**src/rtl/wb_pipe_reg.sv**
```systemverilog
// wb_pipe_reg: DEPTH-stage MEM/WB pipeline register with valid, stall, flush, bubble
// insertion and registered writeback select. Define PIPE_REG_FWD_EN to add the forwarding lookup.
module wb_pipe_reg #(
    parameter int DATA_W = 32,
    parameter int DEST_W = 5,
    parameter int DEPTH  = 1
) (
    input  logic              clk,
    input  logic              rst,
    input  logic              stall,
    input  logic              flush,
    input  logic              validIn,
    input  logic              WB_EN_IN,
    input  logic              MEM_R_EN_IN,
    input  logic [DEST_W-1:0] destIn,
    input  logic [DATA_W-1:0] ALUResIn,
    input  logic [DATA_W-1:0] memReadValIn,
    output logic              valid,
    output logic              WB_EN,
    output logic              MEM_R_EN,
    output logic [DEST_W-1:0] dest,
    output logic [DATA_W-1:0] ALURes,
    output logic [DATA_W-1:0] memReadVal,
    output logic [DATA_W-1:0] wbData
`ifdef PIPE_REG_FWD_EN
    ,
    input  logic [DEST_W-1:0] fwdSrc1,
    input  logic [DEST_W-1:0] fwdSrc2,
    output logic              fwdHit1,
    output logic              fwdHit2,
    output logic [DATA_W-1:0] fwdVal1,
    output logic [DATA_W-1:0] fwdVal2
`endif
);

    logic [DEPTH-1:0]  r_valid;
    logic [DEPTH-1:0]  r_wb_en;
    logic [DEPTH-1:0]  r_mem_r_en;
    logic [DEST_W-1:0] r_dest [DEPTH];
    logic [DATA_W-1:0] r_alu  [DEPTH];
    logic [DATA_W-1:0] r_mem  [DEPTH];
    logic [DATA_W-1:0] r_wb   [DEPTH];

    logic [DATA_W-1:0] w_wb_sel;

    // Writeback mux is resolved on entry so it travels with its entry.
    assign w_wb_sel = MEM_R_EN_IN ? memReadValIn : ALUResIn;

    always_ff @(posedge clk) begin
        if (rst) begin
            r_valid    <= '0;
            r_wb_en    <= '0;
            r_mem_r_en <= '0;
            for (int k = 0; k < DEPTH; k++) begin
                r_dest[k] <= '0;
                r_alu[k]  <= '0;
                r_mem[k]  <= '0;
                r_wb[k]   <= '0;
            end
        end else if (flush) begin
            r_valid    <= '0;
            r_wb_en    <= '0;
            r_mem_r_en <= '0;
        end else if (!stall) begin
            r_valid[0]    <= validIn;
            r_wb_en[0]    <= WB_EN_IN & validIn;
            r_mem_r_en[0] <= MEM_R_EN_IN & validIn;
            r_dest[0]     <= destIn;
            r_alu[0]      <= ALUResIn;
            r_mem[0]      <= memReadValIn;
            r_wb[0]       <= w_wb_sel;
            for (int k = 1; k < DEPTH; k++) begin
                r_valid[k]    <= r_valid[k-1];
                r_wb_en[k]    <= r_wb_en[k-1];
                r_mem_r_en[k] <= r_mem_r_en[k-1];
                r_dest[k]     <= r_dest[k-1];
                r_alu[k]      <= r_alu[k-1];
                r_mem[k]      <= r_mem[k-1];
                r_wb[k]       <= r_wb[k-1];
            end
        end
    end

    assign valid      = r_valid[DEPTH-1];
    assign WB_EN      = r_wb_en[DEPTH-1] & r_valid[DEPTH-1];
    assign MEM_R_EN   = r_mem_r_en[DEPTH-1];
    assign dest       = r_dest[DEPTH-1];
    assign ALURes     = r_alu[DEPTH-1];
    assign memReadVal = r_mem[DEPTH-1];
    assign wbData     = r_wb[DEPTH-1];

`ifdef PIPE_REG_FWD_EN
    // Scan oldest to youngest so the lowest-index (youngest) hit overrides.
    always_comb begin
        fwdHit1 = 1'b0;
        fwdVal1 = '0;
        fwdHit2 = 1'b0;
        fwdVal2 = '0;
        for (int k = DEPTH - 1; k >= 0; k--) begin
            if (r_wb_en[k] && (r_dest[k] == fwdSrc1) && (fwdSrc1 != '0)) begin
                fwdHit1 = 1'b1;
                fwdVal1 = r_wb[k];
            end
            if (r_wb_en[k] && (r_dest[k] == fwdSrc2) && (fwdSrc2 != '0)) begin
                fwdHit2 = 1'b1;
                fwdVal2 = r_wb[k];
            end
        end
    end
`endif

endmodule

```
**config.mk**
```make
export PLATFORM = sky130hd
export DESIGN_NAME = wb_pipe_reg
export DESIGN_NICKNAME = d
export VERILOG_FILES = /design/src/rtl/wb_pipe_reg.sv
export SDC_FILE = /design/constraint.sdc
export NUM_CORES = 1
export LEC_CHECK = 0
export ABC_AREA = 1
export CORE_ASPECT_RATIO = 0.5
export CORE_MARGIN = 8
export CORE_UTILIZATION = 25
export CTS_BUF_LIST = sky130_fd_sc_hd__clkbuf_8
export CTS_CLUSTER_SIZE = 40
export DETAILED_ROUTE_END_ITERATION = 10
export PLACE_DENSITY = 0.5
export REMOVE_ABC_BUFFERS = 1
export SYNTH_ARGS = -nofsm -noshare
export SYNTH_HDL_FRONTEND = slang
export SYNTH_SLANG_ARGS = --single-unit
```
**constraint.sdc**
```tcl
create_clock -name clk -period 5.79 [get_ports clk]
set_input_delay 0.8685 -clock clk [delete_from_list [all_inputs] [get_ports clk]]
set_output_delay 0.8685 -clock clk [all_outputs]
set_load 0.05 [all_outputs]
```
==> flow_summary.ini, run 1 <==
[worst_setup_path]
cp.required_ns = 5.91
end_kind = flop
worst-setup-path-type = input port to flop
start_kind = input port
worstPathArrival_ns = 2.90
critPathMaxFanout = 67

[min_path]
hold_class = flop to flop

[cells_and_area]
layout.nets = 625
layout_common_cells = clkdlybuf4s50_1, edfxtp_1, inv_1
antennaDiodeCount = 0
layout-drive-gt1-share_pct = 9.58
stdcell_count = 787
mostFrequentLayoutCell = clkdlybuf4s50_1
areaGrowthSynthToFinish_pct = 49.7

[synth]
synthDistinctLibCells = 14
postSynthCellCount = 373
syn_area_sq_um = 4360
yosysSeqAreaShare_pct = 71.0
yosys_warnings = 0
synth-seq-cells = 104
postSynthAreaPerCell_sq_um = 11.7

[power]
vdd_drop_max_mv = 0.115
p_leak_nw = 2.58
p_total_w = 0.00182
powerDensity_nw_per_um2 = 279

[flow_run]
maxCapViolCount = 0

[global_route]
grt_overflow_total = 0
grt_pass1_wl_mm = 18.8
grt_pass1_vias = 3107
groute.usage.overall_pct = 11.1
grt_max_degree = 68
antenna_found_initial = 0

[floorplanning]
dieHeight_um = 109
die_w_um = 203
die_area_sq_um = 22200
ios = 180
std_cell_rows = 34
initial_utilization_pct = 25.3
coreArea_sq_um = 17200

[routing]
via_per_inst = 3.89
drt-total-wl_mm = 12.7
drcViolationCount = 0
via_count = 3064
dr.pass1.iters = 4
first_iter_violations = 158
postRouteAntennaNets = 0
detail_route.wl_per_cell_um = 16.2

[placement]
dp_cells = 772
dp_slack_ns = 2.60
place_hpwl_mm = 9.18
place_congestion = 0.710
portBuffers = 179

[sta]
fin_tns_setup_ns = 0
min_period_ns = 2.77
setup_viol = 0
holdWs_ns = 0.484
tightest_slew_ns = 0.866
slew_headroom_pct = 42.3
hold_violations = 0
final_max_slew_viol_count = 0
rsz0062_at_grt = false
fin_ws_ns = 3.02
period_share_pct = 47.9
fmax_mhz = 361
finalClockSkew_ns = 0

[cts]
hold_buffers = 0
post_cts_buffers = 0
cts_max_level = 3
cts_root_buffer = clkbuf_8
cts-resized-gates = 0
clk_latency_ns = 0.37
clockBufferDepth = 2
cts_tree = yes
clkSlewWorstSetupHoldPaths_ns = 0.10
cts_buffers = 9
clkSinkCount = 104

[run_status]
outcome = finished, final reports clean
-- registers in the layout, summed over array words and instances (netlist names) --
signal / count
r_alu: 32
r_mem: 32
r_wb: 32
r_dest: 5
MEM_R_EN: 1
r_wb_en: 1
valid: 1
-- power breakdown --
part | internal [W] | switching (W) | total, W
sequential | 0.000888 | 0.0000169 | 0.000905
clock | 0.000195 | 0.000253 | 0.000448
combinational | 0.000155 | 0.000313 | 0.000468
-- synth_stat cells (all sizes together) --
cell / count / area share, %
nand3: 2 / 0.23
edfxtp: 101 / 70
dfxtp: 3 / 1.4
buf: 18 / 3.5
inv: 73 / 6.3
nand2: 70 / 6.1
a21oi: 35 / 6.6
o21bai: 1 / 0.17
nor2: 70 / 6.1
-- metrics by stage --
| step | utilization (%) | instance area, sq um |
|---|---|---|
| after CTS | 37.8 | 6520 |
| after floorplan | - | 4200 |
| after global placement | 36.8 | 6330 |
| after global routing | 37.8 | 6520 |
| after detailed placement | 36.8 | 6330 |
| final | 37.8 | 6520 |
-- routing by layer --
layer  GRT usage (%)  wire length (um)
met4            3.60               185
met3            2.91               424
met2            21.4              7140
met5               0                 0
met1            11.8              4990
-- worst max-delay path, cell delays in order --
cell and delay (ns):
clkdlybuf4s50_1 0.62, inv_2 0.10, nand2_4 0.63, buf_4 0.53, nor2_1 0.09
-- path summary, 6_finish.rpt --
kind	start	to	slack (ns)	cells after the start
worst max register to register	MEM_R_EN	MEM_R_EN	5.14	2
worst min register to register	r_wb_en	r_wb_en	0.48	2
worst min-delay path	r_wb_en	r_wb_en	0.48	2
worst max-delay path	stall	r_mem[0][9]	3.02	5
-- logic make-up (layout without fill, tap and decap cells) --
logic type	after synthesis	count (layout)	synth area share, %
and+or+nand+nor	142	142	12.4
DFF	104	104	71.0
AOI/OAI and AO/OA	36	36	6.78
buffers and inverters	91	271	9.80
-- area by class of cell --
class	instances	area [sq um]
Clock buffer	9	124
Clock inverter	6	61.3
Fill cell	1688	10700
Inverter	73	274
Multi-Input combinational cell	178	852
Sequential cell	104	3090
Tap cell	234	293
Timing Repair Buffer	183	1820
No activity file was read; power rests on OpenSTA's default activity.
==> run 2: changes to the inputs <==
--- a/config.mk
+++ b/config.mk
@@ -12,7 +12,7 @@
 export CTS_BUF_LIST = sky130_fd_sc_hd__clkbuf_8
 export CTS_CLUSTER_SIZE = 40
 export DETAILED_ROUTE_END_ITERATION = 10
-export PLACE_DENSITY = 0.5
+export PLACE_DENSITY = 0.49
 export REMOVE_ABC_BUFFERS = 1
 export SYNTH_ARGS = -nofsm -noshare
 export SYNTH_HDL_FRONTEND = slang
==> constraint.sdc (replaced) <==
create_clock -name clk -period 2.6 [get_ports clk]
set_input_delay 0.39 -clock clk [delete_from_list [all_inputs] [get_ports clk]]
set_output_delay 0.39 -clock clk [all_outputs]
set_load 0.05 [all_outputs]
==> flow_summary.ini, run 2 (synthesis results as in run 1) <==
[min_path]
hold_class = flop to flop
hold_depth = 2

[sta]
fin_ws_ns = 0.585
finalClockSkew_ns = 0
fmax_mhz = 496
min_period_ns = 2.02
period_share_pct = 77.5
fin_tns_setup_ns = 0
slew_headroom_pct = 50.3
setup_viol = 0
final_max_slew_viol_count = 0
hold_violations = 0
tightest_slew_ns = 0.744
rsz0062_at_grt = false

[worst_setup_path]
end_kind = output pin
start_kind = flop
cp_cell_sequence = nand2_1 -> inv_1 -> clkdlybuf4s50_1
slowest_delay_ns = 0.80
worst-setup-path-type = flop to output pin
worstPathArrival_ns = 1.63
path_depth = 3
cp.required_ns = 2.21
critPathTopFamily = buffers and inverters
cp_slowest_cell = clkdlybuf4s50_1
ff2ff_path_depth = 2
critPathMaxFanout = 3
path_buf_inv = 2

[cts]
cts-resized-gates = 0
cts_root_buffer = clkbuf_8
post_cts_buffers = 0
clockBufferDepth = 2
clkSinkCount = 104
hold_buffers = 0
cts_max_level = 3
cts_tree = yes
cts_buffers = 9
clkSlewWorstSetupHoldPaths_ns = 0.10
clk_latency_ns = 0.37

[routing]
first_iter_violations = 166
drcViolationCount = 0
via_count = 3045
via_per_inst = 3.85
detail_route.wl_per_cell_um = 16.3
dr.pass1.iters = 4
postRouteAntennaNets = 0
drt-total-wl_mm = 12.9

[cells_and_area]
multiInputGateArea_sq_um = 852
regArea_sq_um = 3090
n_fill_cell = 1697
stdcell_count = 791
mostFrequentLayoutCell = clkdlybuf4s50_1
stdcell_area_sq_um = 6620
layout-drive-gt1-share_pct = 9.87
antennaDiodeCount = 0
layout_common_cells = clkdlybuf4s50_1, edfxtp_1, inv_1
layout.nets = 628
reg.largest.list = r_alu: 32 flops, r_mem: 32 flops, r_wb: 32 flops
areaGrowthSynthToFinish_pct = 52.0

[placement]
place_hpwl_mm = 9.41
dp_cells = 775
dp_slack_ns = 0.558
place_congestion = 0.724
portBuffers = 179
placedInstanceArea_sq_um = 6410

[floorplanning]
dieHeight_um = 109
die_area_sq_um = 22200
ios = 180
coreArea_sq_um = 17200
die_w_um = 203
initial_utilization_pct = 25.3
std_cell_rows = 34

[global_route]
groute.usage.overall_pct = 11.4
grt_max_degree = 38
grt_pass1_vias = 3121
grt_pass1_wl_mm = 19.2
antenna_found_initial = 0
grt_overflow_total = 0

[run_status]
outcome = finished, final reports clean

[flow_run]
maxCapViolCount = 0

[power]
vdd_drop_max_mv = 0.292
p_leak_nw = 2.65
powerDensity_nw_per_um2 = 629
run 2: metrics by stage:
stage               util [%]  total power, W  hold slack [ns]
floorplan                  -         0.00266            0.442
CTS                     38.4         0.00424            0.484
detailed placement      37.2         0.00312            0.466
global placement        37.2         0.00312            0.457
finish                  38.4         0.00416            0.482
global route            38.4         0.00433            0.505
run 2: layout make-up:
type / instances / area share [%]
well taps: 234 / 4.42
clock buffers: 9 / 1.87
multi-input cells: 178 / 12.9
repair buffers: 186 / 28.6
clock inverters: 7 / 1.34
flip-flops and latches: 104 / 46.7
inverters: 73 / 4.14
run 2: report_power, final:
group | switching (W) | total [W] | internal (W)
Sequential | 0.0000371 | 0.00201 | 0.00198
Combinational | 0.000699 | 0.00105 | 0.000355
Clock | 0.000561 | 0.00110 | 0.000537
run 2: final timing paths:
kind / startpoint / end / slack, ns
setup reg to reg: MEM_R_EN / MEM_R_EN / 1.96
hold / removal: r_wb_en / r_wb_en / 0.48
hold reg to reg: r_wb_en / r_wb_en / 0.48
setup / recovery: valid / WB_EN / 0.58
run 2: routing by layer:
layer	part of all wire (%)	global-route usage (%)
met5	0	0
met4	0.91	2.93
met3	3.0	2.71
met2	58	22.0
met1	38	12.5
run 2: worst min-delay path: cells and delay by family (launching register included):
family / cells / cell delay [ns]
AO/OA/AOI/OAI: 1 / 0.06
flip-flops: 1 / 0.33
AND/OR/NAND/NOR: 1 / 0.06
==> run 3: changes to the inputs <==
==> constraint.sdc (replaced) <==
create_clock -name clk -period 2.1 [get_ports clk]
set_input_delay 0.315 -clock clk [delete_from_list [all_inputs] [get_ports clk]]
set_output_delay 0.315 -clock clk [all_outputs]
set_load 0.05 [all_outputs]
==> flow_summary.ini, run 3 (synthesis results as in run 1) <==
[power]
vdd_drop_max_mv = 0.318
power.internal_w = 0.00355
comb_power_share_pct = 25.7
powerDensity_nw_per_um2 = 772
p_seq_share_pct = 48.5
power_frac_clock_pct = 25.8
p_leak_nw = 2.67
p_sw_w = 0.00159
p_sw_share_pct = 30.9

[sta]
fin_ws_ns = 0.160
setup_viol = 0
min_period_ns = 1.94
slew_headroom_pct = 51.7
fmax_mhz = 515
period_share_pct = 92.4
tightest_slew_ns = 0.725
rsz0062_at_grt = false
hold_violations = 0
finalClockSkew_ns = 0
final_max_slew_viol_count = 0

[placement]
dp_cells = 777
portBuffers = 179
dp_slack_ns = 0.283
place_congestion = 0.713
place_hpwl_mm = 9.68

[cells_and_area]
layout-drive-gt1-share_pct = 10.2
layout_common_cells = clkdlybuf4s50_1, edfxtp_1, inv_1
mostFrequentLayoutCell = clkdlybuf4s50_1
antennaDiodeCount = 0
areaGrowthSynthToFinish_pct = 52.9
stdcell_count = 792
layout.nets = 630
reg.largest.list = r_alu: 32 flops, r_mem: 32 flops, r_wb: 32 flops

[floorplanning]
die_area_sq_um = 22200
dieHeight_um = 109
std_cell_rows = 34
initial_utilization_pct = 25.3
coreArea_sq_um = 17200
ios = 180
die_w_um = 203

[worst_setup_path]
crit_start = valid
critPathMaxFanout = 3
reg2reg_from = MEM_R_EN
critPathTopFamily = buffers and inverters
cp_slowest_cell = clkdlybuf4s50_1
path_buf_inv = 2
slowest_delay_ns = 0.80
start_kind = flop
end_kind = output pin
cp_cell_sequence = nand2_1 -> inv_1 -> clkdlybuf4s50_1
cp.required_ns = 1.78
worst-setup-path-type = flop to output pin
worstPathArrival_ns = 1.63

[min_path]
hold_start = valid
hold_class = flop to flop

[routing]
via_count = 3062
first_iter_violations = 136
detail_route.wl_per_cell_um = 16.5
via_per_inst = 3.87
postRouteAntennaNets = 0
drcViolationCount = 0
drt-total-wl_mm = 13.1
dr.pass1.iters = 4

[global_route]
grt_pass1_wl_mm = 19.1
grt_pass1_vias = 3139
grt_max_degree = 37
antenna_found_initial = 0
grt_overflow_total = 0
groute.usage.overall_pct = 11.3

[cts]
cts_max_level = 3
cts_tree = yes
clkSinkCount = 104
clockBufferDepth = 2
cts_root_buffer = clkbuf_8
hold_buffers = 0
post_cts_buffers = 0
cts-resized-gates = 0
clkSlewWorstSetupHoldPaths_ns = 0.10
clk_latency_ns = 0.36
cts_buffers = 9

[flow_run]
maxCapViolCount = 0

[run_status]
outcome = finished, final reports clean
==> run 3: cell count changes in the layout (fill, tap and decap cells not counted), sizes merged <==
cell / before / now
buf: 7 / 9
clkinv: 3 / 2
==> run 3: metrics by stage <==
step | cell area [sq um] | total power [W] | hold slack [ns] | utilization [%] | TNS [ns]
final | 6660 | 0.00514 | 0.493 | 38.7 | 0
after global routing | 6660 | 0.00533 | 0.526 | 38.7 | 0
after CTS | 6660 | 0.00521 | 0.497 | 38.7 | 0
after detailed placement | 6460 | 0.00388 | 0.481 | 37.5 | 0
after global placement | 6460 | 0.00388 | 0.462 | 37.5 | 0
after floorplan | 4200 | 0.00330 | 0.442 | - | -350.55
==> run 3: area by class of cell <==
type,instances,area [sq um]
inverter,73,274
clock inverter,6,77.6
timing repair buffer,188,1950
tap,234,293
sequential,104,3090
multi-input combinational,178,852
fill,1671,10600
clock buffer,9,124
==> run 3: worst reg2reg max path: cells and delay by family, from the launching register on <==
| kind | cells | cell delay [ns] |
|---|---|---|
| flops | 1 | 0.39 |
| simple gates | 1 | 0.07 |
| compound gates | 1 | 0.14 |
==> run 3: power groups by stage <==
| stage | logic [W] | registers (W) | clock network [W] |
|---|---|---|---|
| after floorplan | 0.000152 | 0.00315 | 0 |
| after global placement | 0.00134 | 0.00254 | 0 |
| after detailed placement | 0.00134 | 0.00254 | 0 |
| after CTS | 0.00134 | 0.00250 | 0.00137 |
| after global routing | 0.00138 | 0.00251 | 0.00144 |
| final | 0.00132 | 0.00249 | 0.00133 |
==> run 3: worst paths after layout <==
kind / cells after the start / slack, ns / end
worst min-delay path: 2 / 0.49 / valid
worst max-delay path: 3 / 0.16 / WB_EN
worst max register to register: 2 / 1.45 / MEM_R_EN
worst min register to register: 2 / 0.49 / valid
==> run 3: layer usage <==
metal / track usage (%) / wire length [um] / vias up
met4: 2.62 / 48 / 0
li1: - / - / 1535
met5: 0 / 0 / -
met1: 12.2 / 5180 / 1487
met3: 2.65 / 337 / 2
met2: 22.4 / 7510 / 38
